==> src/rtl/uart_core.sv <==
`default_nettype none
// +----------------------------------------------------------------------------+
// | Module   : uart_core (with helper uart_fifo)                               |
// | Brief    : Full-duplex UART with TX/RX FIFOs, configurable frame format,   |
// |            16x-oversampled majority-vote receiver and sticky error flags.  |
// | Revision : 1.0 - initial release                                           |
// +----------------------------------------------------------------------------+

module uart_fifo #(
    parameter int WIDTH = 8,
    parameter int DEPTH = 16
) (
    input  logic                     clk,
    input  logic                     rst,
    input  logic                     wr_en,
    input  logic [WIDTH-1:0]         wr_data,
    input  logic                     rd_en,
    output logic [WIDTH-1:0]         rd_data,
    output logic                     full,
    output logic                     empty,
    output logic [$clog2(DEPTH):0]   count
);
    localparam int c_AW = $clog2(DEPTH);
    localparam logic [c_AW:0] c_FULL = (c_AW + 1)'(DEPTH);

    logic [WIDTH-1:0] r_mem [DEPTH];
    logic [c_AW-1:0]  r_wr_ptr;
    logic [c_AW-1:0]  r_rd_ptr;
    logic [c_AW:0]    r_count;
    logic [WIDTH-1:0] r_head;
    logic             w_wr;
    logic             w_rd;
    logic [c_AW-1:0]  w_rd_next;

    // A write while full is dropped even if a read happens in the same cycle.
    assign w_wr      = wr_en && (r_count != c_FULL);
    assign w_rd      = rd_en && (r_count != '0);
    assign w_rd_next = r_rd_ptr + 1'b1;

    assign full    = (r_count == c_FULL);
    assign empty   = (r_count == '0);
    assign count   = r_count;
    assign rd_data = r_head;

    always_ff @(posedge clk) begin
        if (w_wr) begin
            r_mem[r_wr_ptr] <= wr_data;
        end
    end

    always_ff @(posedge clk or posedge rst) begin
        if (rst) begin
            r_wr_ptr <= '0;
            r_rd_ptr <= '0;
            r_count  <= '0;
            r_head   <= '0;
        end else begin
            if (w_wr) begin
                r_wr_ptr <= r_wr_ptr + 1'b1;
            end
            if (w_rd) begin
                r_rd_ptr <= w_rd_next;
            end
            case ({w_wr, w_rd})
                2'b10:   r_count <= r_count + 1'b1;
                2'b01:   r_count <= r_count - 1'b1;
                default: r_count <= r_count;
            endcase
            // Registered first-word fall-through head.
            if (w_wr && (r_count == '0)) begin
                r_head <= wr_data;
            end else if (w_rd) begin
                if (r_count[c_AW:1] != '0) begin
                    r_head <= r_mem[w_rd_next];
                end else if (w_wr) begin
                    r_head <= wr_data;
                end
            end
        end
    end
endmodule

module uart_core #(
    parameter int DATA_BITS  = 8,
    parameter int DEPTH      = 16,
    parameter int DIV_W      = 16,
    parameter int OVERSAMPLE = 16
) (
    input  logic                     clk,
    input  logic                     rst,
    input  logic [DIV_W-1:0]         baud_div,
    input  logic [1:0]               parity_mode,
    input  logic                     two_stop,
    input  logic                     rx,
    output logic                     tx,
    input  logic [DATA_BITS-1:0]     tx_data,
    input  logic                     tx_wr_en,
    output logic                     tx_full,
    output logic [$clog2(DEPTH):0]   tx_count,
    output logic                     tx_busy,
    output logic [DATA_BITS-1:0]     rx_data,
    input  logic                     rx_rd_en,
    output logic                     rx_empty,
    output logic [$clog2(DEPTH):0]   rx_count,
    output logic                     rx_frame_err,
    output logic                     rx_parity_err,
    output logic                     rx_overrun,
    input  logic                     err_clr
);
    localparam int c_SW = $clog2(OVERSAMPLE);
    localparam int c_BW = $clog2(DATA_BITS + 1);
    localparam logic [c_SW-1:0] c_S_LAST = c_SW'(OVERSAMPLE - 1);
    localparam logic [c_SW-1:0] c_S_V0   = c_SW'(OVERSAMPLE / 2 - 1);
    localparam logic [c_SW-1:0] c_S_V1   = c_SW'(OVERSAMPLE / 2);
    localparam logic [c_SW-1:0] c_S_V2   = c_SW'(OVERSAMPLE / 2 + 1);
    localparam logic [c_BW-1:0] c_B_LAST = c_BW'(DATA_BITS - 1);

    localparam logic [2:0] c_ST_IDLE   = 3'd0;
    localparam logic [2:0] c_ST_START  = 3'd1;
    localparam logic [2:0] c_ST_DATA   = 3'd2;
    localparam logic [2:0] c_ST_PARITY = 3'd3;
    localparam logic [2:0] c_ST_STOP   = 3'd4;
    localparam logic [2:0] c_ST_BREAK  = 3'd5;

    // ---------------- TX path ----------------
    logic [DATA_BITS-1:0] w_tx_head;
    logic                 w_tx_empty;
    logic                 w_tx_tick;
    logic                 w_tx_stop_done;
    logic                 w_tx_start;

    logic [2:0]           r_tx_state;
    logic                 r_tx;
    logic [DATA_BITS-1:0] r_tx_shift;
    logic [c_SW-1:0]      r_tx_s;
    logic [c_BW-1:0]      r_tx_bit;
    logic [DIV_W-1:0]     r_tx_cnt;
    logic [DIV_W-1:0]     r_tx_div;
    logic                 r_tx_par;
    logic                 r_tx_par_en;
    logic                 r_tx_two_stop;

    uart_fifo #(.WIDTH(DATA_BITS), .DEPTH(DEPTH)) u_tx_fifo (
        .clk     (clk),
        .rst     (rst),
        .wr_en   (tx_wr_en),
        .wr_data (tx_data),
        .rd_en   (w_tx_start),
        .rd_data (w_tx_head),
        .full    (tx_full),
        .empty   (w_tx_empty),
        .count   (tx_count)
    );

    assign w_tx_tick      = (r_tx_cnt == r_tx_div);
    assign w_tx_stop_done = (r_tx_state == c_ST_STOP) && w_tx_tick && (r_tx_s == c_S_LAST) &&
                            (r_tx_bit == {{(c_BW-1){1'b0}}, r_tx_two_stop});
    // Back-to-back frames: a pending word starts straight out of the last stop bit.
    assign w_tx_start     = !w_tx_empty && ((r_tx_state == c_ST_IDLE) || w_tx_stop_done);

    assign tx      = r_tx;
    assign tx_busy = (r_tx_state != c_ST_IDLE) || !w_tx_empty;

    always_ff @(posedge clk or posedge rst) begin
        if (rst) begin
            r_tx_state    <= c_ST_IDLE;
            r_tx          <= 1'b1;
            r_tx_shift    <= '0;
            r_tx_s        <= '0;
            r_tx_bit      <= '0;
            r_tx_cnt      <= '0;
            r_tx_div      <= '0;
            r_tx_par      <= 1'b0;
            r_tx_par_en   <= 1'b0;
            r_tx_two_stop <= 1'b0;
        end else if (w_tx_start) begin
            r_tx_state    <= c_ST_START;
            r_tx          <= 1'b0;
            r_tx_shift    <= w_tx_head;
            r_tx_s        <= '0;
            r_tx_bit      <= '0;
            r_tx_cnt      <= '0;
            r_tx_div      <= baud_div;
            r_tx_par      <= (^w_tx_head) ^ parity_mode[1];
            r_tx_par_en   <= ^parity_mode;
            r_tx_two_stop <= two_stop;
        end else begin
            r_tx_cnt <= w_tx_tick ? '0 : r_tx_cnt + 1'b1;
            if (w_tx_tick && (r_tx_state != c_ST_IDLE)) begin
                if (r_tx_s != c_S_LAST) begin
                    r_tx_s <= r_tx_s + 1'b1;
                end else begin
                    r_tx_s <= '0;
                    case (r_tx_state)
                        c_ST_START: begin
                            r_tx_state <= c_ST_DATA;
                            r_tx       <= r_tx_shift[0];
                        end
                        c_ST_DATA: begin
                            if (r_tx_bit == c_B_LAST) begin
                                r_tx_bit <= '0;
                                if (r_tx_par_en) begin
                                    r_tx_state <= c_ST_PARITY;
                                    r_tx       <= r_tx_par;
                                end else begin
                                    r_tx_state <= c_ST_STOP;
                                    r_tx       <= 1'b1;
                                end
                            end else begin
                                r_tx_bit   <= r_tx_bit + 1'b1;
                                r_tx_shift <= r_tx_shift >> 1;
                                r_tx       <= r_tx_shift[1];
                            end
                        end
                        c_ST_PARITY: begin
                            r_tx_state <= c_ST_STOP;
                            r_tx       <= 1'b1;
                        end
                        c_ST_STOP: begin
                            if (w_tx_stop_done) begin
                                r_tx_state <= c_ST_IDLE;
                            end else begin
                                r_tx_bit <= r_tx_bit + 1'b1;
                            end
                        end
                        default: begin
                            r_tx_state <= c_ST_IDLE;
                            r_tx       <= 1'b1;
                        end
                    endcase
                end
            end
        end
    end

    // ---------------- RX path ----------------
    logic                 r_rx_meta;
    logic                 r_rx_sync;
    logic [2:0]           r_rx_state;
    logic [DIV_W-1:0]     r_rx_cnt;
    logic [DIV_W-1:0]     r_rx_div;
    logic [c_SW-1:0]      r_rx_s;
    logic [c_BW-1:0]      r_rx_bit;
    logic [DATA_BITS-1:0] r_rx_shift;
    logic                 r_rx_v0;
    logic                 r_rx_v1;
    logic                 r_rx_par_en;
    logic                 r_rx_par_odd;
    logic                 r_rx_push;
    logic [DATA_BITS-1:0] r_rx_word;
    logic                 r_frame_err;
    logic                 r_parity_err;
    logic                 r_overrun;

    logic                 w_rx_tick;
    logic                 w_rx_vote;
    logic                 w_rx_vote_now;
    logic                 w_rx_full;
    logic                 w_frame_set;
    logic                 w_parity_set;
    logic                 w_overrun_set;

    uart_fifo #(.WIDTH(DATA_BITS), .DEPTH(DEPTH)) u_rx_fifo (
        .clk     (clk),
        .rst     (rst),
        .wr_en   (r_rx_push),
        .wr_data (r_rx_word),
        .rd_en   (rx_rd_en),
        .rd_data (rx_data),
        .full    (w_rx_full),
        .empty   (rx_empty),
        .count   (rx_count)
    );

    assign w_rx_tick     = (r_rx_cnt == r_rx_div);
    assign w_rx_vote     = (r_rx_v0 & r_rx_v1) | (r_rx_v0 & r_rx_sync) | (r_rx_v1 & r_rx_sync);
    assign w_rx_vote_now = w_rx_tick && (r_rx_s == c_S_V2);
    assign w_parity_set  = w_rx_vote_now && (r_rx_state == c_ST_PARITY) &&
                           (w_rx_vote != ((^r_rx_shift) ^ r_rx_par_odd));
    assign w_frame_set   = w_rx_vote_now && (r_rx_state == c_ST_STOP) && !w_rx_vote;
    assign w_overrun_set = r_rx_push && w_rx_full;

    assign rx_frame_err  = r_frame_err;
    assign rx_parity_err = r_parity_err;
    assign rx_overrun    = r_overrun;

    always_ff @(posedge clk or posedge rst) begin
        if (rst) begin
            r_rx_meta <= 1'b1;
            r_rx_sync <= 1'b1;
        end else begin
            r_rx_meta <= rx;
            r_rx_sync <= r_rx_meta;
        end
    end

    always_ff @(posedge clk or posedge rst) begin
        if (rst) begin
            r_rx_state   <= c_ST_IDLE;
            r_rx_cnt     <= '0;
            r_rx_div     <= '0;
            r_rx_s       <= '0;
            r_rx_bit     <= '0;
            r_rx_shift   <= '0;
            r_rx_v0      <= 1'b1;
            r_rx_v1      <= 1'b1;
            r_rx_par_en  <= 1'b0;
            r_rx_par_odd <= 1'b0;
            r_rx_push    <= 1'b0;
            r_rx_word    <= '0;
        end else begin
            r_rx_push <= 1'b0;
            // The divisor only reloads at a wrap while idle, so it is frozen for the frame.
            if (w_rx_tick) begin
                r_rx_cnt <= '0;
                if (r_rx_state == c_ST_IDLE) begin
                    r_rx_div <= baud_div;
                end
            end else begin
                r_rx_cnt <= r_rx_cnt + 1'b1;
            end

            if (r_rx_state == c_ST_BREAK) begin
                if (r_rx_sync) begin
                    r_rx_state <= c_ST_IDLE;
                end
            end else if (r_rx_state == c_ST_IDLE) begin
                if (w_rx_tick && !r_rx_sync) begin
                    // The detecting tick is sample 0 of the start bit.
                    r_rx_state   <= c_ST_START;
                    r_rx_s       <= {{(c_SW-1){1'b0}}, 1'b1};
                    r_rx_bit     <= '0;
                    r_rx_par_en  <= ^parity_mode;
                    r_rx_par_odd <= parity_mode[1];
                end
            end else if (w_rx_tick) begin
                r_rx_s <= (r_rx_s == c_S_LAST) ? '0 : r_rx_s + 1'b1;
                if (r_rx_s == c_S_V0) begin
                    r_rx_v0 <= r_rx_sync;
                end
                if (r_rx_s == c_S_V1) begin
                    r_rx_v1 <= r_rx_sync;
                end
                case (r_rx_state)
                    c_ST_START: begin
                        if (w_rx_vote_now && w_rx_vote) begin
                            r_rx_state <= c_ST_IDLE;
                        end else if (r_rx_s == c_S_LAST) begin
                            r_rx_state <= c_ST_DATA;
                        end
                    end
                    c_ST_DATA: begin
                        if (w_rx_vote_now) begin
                            r_rx_shift <= {w_rx_vote, r_rx_shift[DATA_BITS-1:1]};
                        end
                        if (r_rx_s == c_S_LAST) begin
                            if (r_rx_bit == c_B_LAST) begin
                                r_rx_bit   <= '0;
                                r_rx_state <= r_rx_par_en ? c_ST_PARITY : c_ST_STOP;
                            end else begin
                                r_rx_bit <= r_rx_bit + 1'b1;
                            end
                        end
                    end
                    c_ST_PARITY: begin
                        if (r_rx_s == c_S_LAST) begin
                            r_rx_state <= c_ST_STOP;
                        end
                    end
                    c_ST_STOP: begin
                        if (w_rx_vote_now) begin
                            if (w_rx_vote) begin
                                r_rx_push  <= 1'b1;
                                r_rx_word  <= r_rx_shift;
                                r_rx_state <= c_ST_IDLE;
                            end else begin
                                r_rx_state <= c_ST_BREAK;
                            end
                        end
                    end
                    default: r_rx_state <= c_ST_IDLE;
                endcase
            end
        end
    end

    // Set events take priority over err_clr.
    always_ff @(posedge clk or posedge rst) begin
        if (rst) begin
            r_frame_err  <= 1'b0;
            r_parity_err <= 1'b0;
            r_overrun    <= 1'b0;
        end else begin
            if (w_frame_set) begin
                r_frame_err <= 1'b1;
            end else if (err_clr) begin
                r_frame_err <= 1'b0;
            end
            if (w_parity_set) begin
                r_parity_err <= 1'b1;
            end else if (err_clr) begin
                r_parity_err <= 1'b0;
            end
            if (w_overrun_set) begin
                r_overrun <= 1'b1;
            end else if (err_clr) begin
                r_overrun <= 1'b0;
            end
        end
    end
endmodule
`default_nettype wire

==> config.mk <==
export PLATFORM = sky130hd
export DESIGN_NAME = uart_core
export DESIGN_NICKNAME = d
export VERILOG_FILES = /design/src/rtl/uart_core.sv
export SDC_FILE = /design/constraint.sdc
export NUM_CORES = 1
export LEC_CHECK = 0
export BUFFER_PORTS_ARGS = -buffer_cell sky130_fd_sc_hd__buf_2
export CAP_MARGIN = 25
export CORE_MARGIN = 1
export CORE_UTILIZATION = 50
export CTS_CLUSTER_SIZE = 40
export DETAILED_ROUTE_END_ITERATION = 8
export PLACE_DENSITY_LB_ADDON = 0.2
export SYNTH_ARGS = -nofsm -noshare
export SYNTH_HDL_FRONTEND = slang
export SYNTH_HIERARCHICAL = 1
export SYNTH_SLANG_ARGS = --single-unit
==> constraint.sdc <==
create_clock -name clk -period 6.7 [get_ports clk]
set_input_delay 1.005 -clock clk [delete_from_list [all_inputs] [get_ports clk]]
set_output_delay 1.005 -clock clk [all_outputs]
set_load 0.05 [all_outputs]
==> run metrics <==
min Tclk post-route 4.24 ns; DP HPWL 24.2 mm; r2r worst-path depth 14; maximum number of pins on one net before global-route repair 72; depth of the worst hold-timing path 0; sum of negative setup slack 0 ns; CTS Hold Buffers Added 0; largest fanout on the critical path 43; Final Slew Violations 0; asr flop ratio synth 0.393; CTS Buffer Depth 3; class of the worst hold path reg -> reg; detailed-route vias per instance 5.69; summed instance area of the synthesized netlist 18700 um2; r2r startpoint r_tx_cnt[1]; fill count 2906; dominant delay contributor by cell family on the critical path simple AND/OR/NAND/NOR gates; share of final-layout standard cells stronger than drive strength 1 0.201; number of flops mapped to enable cells by yosys 256; row cnt 70; leakage power total 7.44 nW; Post-Syn Nets 1325; actual slew at the worst max-slew pin 0.911 ns; IO Pins 58; number of standard cells in the layout, taps in and fillers out 1836; CP required 7.13 ns; number of warnings issued by yosys 6; leftover overflow at the end of global routing 0; Overall Power 8.50 mW; overall die width 195 um; number of violations of the max-capacitance limit 0; Post-CTS Setup Inserts 0; top cell type's share of synthesized area 0.412; cell total after placement 1753; number of distinct library cells after synthesis 80; floorplan die area 38100 um2; Initial Utilization 0.508; biggest area contributors in the synthesized netlist sky130_fd_sc_hd__edfxtp_1 (41%), sky130_fd_sc_hd__dfrtp_1 (22%), sky130_fd_sc_hd__mux4_2 (7.2%); cell with the largest stage delay on the worst path sky130_fd_sc_hd__nor2b_1; cell type with the highest occurrence count on the critical path sky130_fd_sc_hd__xor2_1; Syn-to-layout area delta 11.1%; mean instance size in the synthesized netlist 14.7 um2; number of setup violations in the final report 0; detailed-route via count 10441; post-layout instance area 20700 um2; final weighted congestion of routability-driven global placement 0.812; final count of hold timing violations 0; number of global-route vias before repair 10435; post-placement setup slack 2.48 ns; number of diodes added for antenna fixing 0; ordered list of cells on the worst path xor2_1 -> nor4_1 -> nand4_2 -> o21a_4 -> inv_6 -> nor2b_1 -> ha_1 -> xor2_1 -> ha_1 -> nor2b_1 -> o21ai_0 -> a31oi_1 -> nor2_1 -> xor2_1; worst hold path endpoint r_rx_sync; setup repair after global routing missed its margin no; Worst Setup Path Type reg -> reg; clock tree from TritonCTS done; IO Port Bufs 57; number of synthesized register bits 422; PD cells 410 nW/um2; Post-Synthesis Cells 1266; CTS-repair resized insts 0; cell area after placement 19300 um2; post-synthesis sequential area ratio 0.635; cts bufs inserted 45; post-route worst setup slack 2.46 ns; worst-case clock skew 0.0199 ns; CTS H-tree lvls 2; initial antenna violation count 0; ratio of final minimum period to clock period 0.632; clk root buf sky130_fd_sc_hd__clkbuf_16; max_slew headroom 0.393; first-iteration detailed-routing DRC count 670; Max stage delay on crit path 0.54 ns; Crit path buffers/inverters 1; total detailed-routing wirelength 37.0 mm; post-route ant nets 0; Peak VDD IR 0.296 mV; sort of element at the end of the critical path flip-flop; height of the chip 195 um; detailed-route DRC error count 0; nature of the critical path startpoint flip-flop; total core area 36700 um2; post-layout net count 1391; All-Layer GR Usage 0.199; Critical R2R Capture u_tx_fifo/count[4]; status finished clean; most instantiated flip-flop cell in the synthesis netlist sky130_fd_sc_hd__edfxtp_1; average detailed-routed wire length per instance 20.1 um; # clock sinks 422; arrival time reported for the critical path endpoint 4.66 ns; maximum clock frequency 236 MHz; cell type with the highest aggregate area in the netlist sky130_fd_sc_hd__edfxtp_1; min-delay src r_rx_meta; global-route wire length before repair 59.1 mm; register-to-register setup slack 2.46 ns; clock edge transition at the registers on the reported setup and hold paths 0.06 ns; clock latency on the worst-skew pair 0.55 ns; Initial DRT Pass Iterations 5
kinds of logic after synthesis:
family,count (synthesis),share of synthesized area
XOR/XNOR,103,0.0483
multiplexers,135,0.123
AO/OA/AOI/OAI,168,0.0590
buffers and inverters,89,0.0251
AND/OR/NAND/NOR,322,0.0921
adder cells (fa/ha/maj),27,0.0180
flip-flops,422,0.635
flip-flops by register name, indices dropped and copies added, names as in the netlist, 16 cells and up:
signal,cells
u_rx_fifo/r_mem,128
r_tx_div,16
r_tx_cnt,16
r_rx_div,16
r_rx_cnt,16
u_tx_fifo/r_mem,128
through the flow:
| step | util | hold slack (ns) |
|---|---|---|
| floorplan | - | 0.345 |
| global placement | 0.526 | 0.346 |
| detailed placement | 0.526 | 0.351 |
| CTS | 0.565 | 0.360 |
| global route | 0.565 | 0.362 |
| finish | 0.565 | 0.357 |
synth_stat cells, types with 7 or more instances:
library cell / instances
sky130_fd_sc_hd__edfxtp_1: 256
sky130_fd_sc_hd__dfrtp_1: 161
sky130_fd_sc_hd__nor2_1: 82
sky130_fd_sc_hd__nand2_1: 67
sky130_fd_sc_hd__mux4_2: 60
sky130_fd_sc_hd__o21ai_0: 53
sky130_fd_sc_hd__xnor2_1: 52
sky130_fd_sc_hd__xor2_1: 51
sky130_fd_sc_hd__mux2_2: 41
sky130_fd_sc_hd__inv_1: 38
sky130_fd_sc_hd__nor2b_1: 30
sky130_fd_sc_hd__ha_1: 26
sky130_fd_sc_hd__a21oi_1: 25
sky130_fd_sc_hd__clkbuf_1: 22
sky130_fd_sc_hd__nor3_1: 21
sky130_fd_sc_hd__nand3_1: 20
sky130_fd_sc_hd__a22oi_1: 18
sky130_fd_sc_hd__and2b_1: 13
sky130_fd_sc_hd__nand4_1: 13
sky130_fd_sc_hd__mux2_4: 12
sky130_fd_sc_hd__nand2b_1: 12
sky130_fd_sc_hd__and3_1: 11
sky130_fd_sc_hd__mux2i_1: 11
sky130_fd_sc_hd__nor4_1: 11
sky130_fd_sc_hd__o22ai_1: 10
sky130_fd_sc_hd__a31oi_1: 9
sky130_fd_sc_hd__buf_6: 9
sky130_fd_sc_hd__o21ai_1: 9
sky130_fd_sc_hd__a221o_1: 8
sky130_fd_sc_hd__buf_2: 8
sky130_fd_sc_hd__and2_1: 7
sky130_fd_sc_hd__mux2_1: 7
where the power goes:
group          internal (mW)  total, mW  switching [mW]
registers               3.10       3.42           0.321
logic                   1.16       2.72            1.56
clock network           1.39       2.36           0.973
total                   5.65       8.50            2.86
metal layers:
metal | track usage | up-vias | wire length [um]
met4 | 0.0513 | 0 | 731
met3 | 0.0294 | 56 | 1460
met2 | 0.319 | 186 | 17500
li1 | - | 4883 | -
met5 | 0 | - | 0
met1 | 0.288 | 5316 | 17200
layout make-up:
cell class / instances / area [um2] / area share
multi-input cells: 755 / 6360 / 0.307
inverters: 39 / 154 / 0.00743
well taps: 468 / 586 / 0.0283
clock buffers: 61 / 1220 / 0.0587
flip-flops and latches: 422 / 11900 / 0.572
repair buffers: 69 / 373 / 0.0180
clock inverters: 22 / 186 / 0.00900
worst register-to-register path: stages, from the launching register on:
cell and delay (ns):
sky130_fd_sc_hd__dfrtp_1 0.43, sky130_fd_sc_hd__xor2_1 0.17, sky130_fd_sc_hd__nor4_1 0.42, sky130_fd_sc_hd__nand4_2 0.42, sky130_fd_sc_hd__o21a_4 0.38, sky130_fd_sc_hd__inv_6 0.30
sky130_fd_sc_hd__nor2b_1 0.54, sky130_fd_sc_hd__ha_1 0.48, sky130_fd_sc_hd__xor2_1 0.18, sky130_fd_sc_hd__ha_1 0.20, sky130_fd_sc_hd__nor2b_1 0.12, sky130_fd_sc_hd__o21ai_0 0.09
sky130_fd_sc_hd__a31oi_1 0.19, sky130_fd_sc_hd__nor2_1 0.07, sky130_fd_sc_hd__xor2_1 0.14
worst max-delay path by stage:
stage | slack [ns] | end | depth (start not counted) | from
finish | 2.46 | u_tx_fifo/count[4] | 14 | r_tx_cnt[1]
global route | 2.19 | u_tx_fifo/count[4] | 14 | r_tx_cnt[12]
CTS | 2.49 | u_tx_fifo/count[4] | 14 | r_tx_bit[1]
detailed placement | 2.48 | u_tx_fifo/count[4] | 14 | r_tx_bit[1]
global placement | 2.61 | u_tx_fifo/count[4] | 14 | r_tx_bit[1]
floorplan | 2.40 | r_rx_bit[0] | 1 | rst
layout by cell type, fill, tap and decap left out, drive strengths merged, types with 3 or more instances in the layout:
| cell | netlist | routed |
|---|---|---|
| nor3 | 22 | 22 |
| and3 | 11 | 11 |
| o22ai | 11 | 11 |
| or3 | 6 | 6 |
| nor4 | 18 | 18 |
| buf | 28 | 69 |
| dfrtp | 161 | 161 |
| nand2b | 12 | 12 |
| dfstp | 5 | 5 |
| clkbuf | 22 | 61 |
| a22o | 4 | 4 |
| xnor2 | 52 | 52 |
| a21oi | 26 | 26 |
| or4 | 4 | 4 |
| ha | 26 | 26 |
| and2 | 7 | 7 |
| nand2 | 67 | 67 |
| mux4 | 64 | 64 |
| nor2b | 30 | 30 |
| a22oi | 18 | 18 |
| clkinv | 0 | 18 |
| and2b | 13 | 13 |
| or2 | 3 | 3 |
| nor2 | 84 | 84 |
| a21o | 5 | 5 |
| mux2i | 11 | 11 |
| xor2 | 51 | 51 |
| edfxtp | 256 | 256 |
| a221o | 8 | 8 |
| bufinv | 0 | 3 |
| o21ai | 62 | 62 |
| mux2 | 60 | 60 |
| nand3 | 20 | 20 |
| o21a | 3 | 3 |
| inv | 39 | 39 |
| nor3b | 4 | 4 |
| a21boi | 3 | 3 |
| nand4 | 14 | 14 |
| a31oi | 9 | 9 |
(Power assumes the default switching activity.)
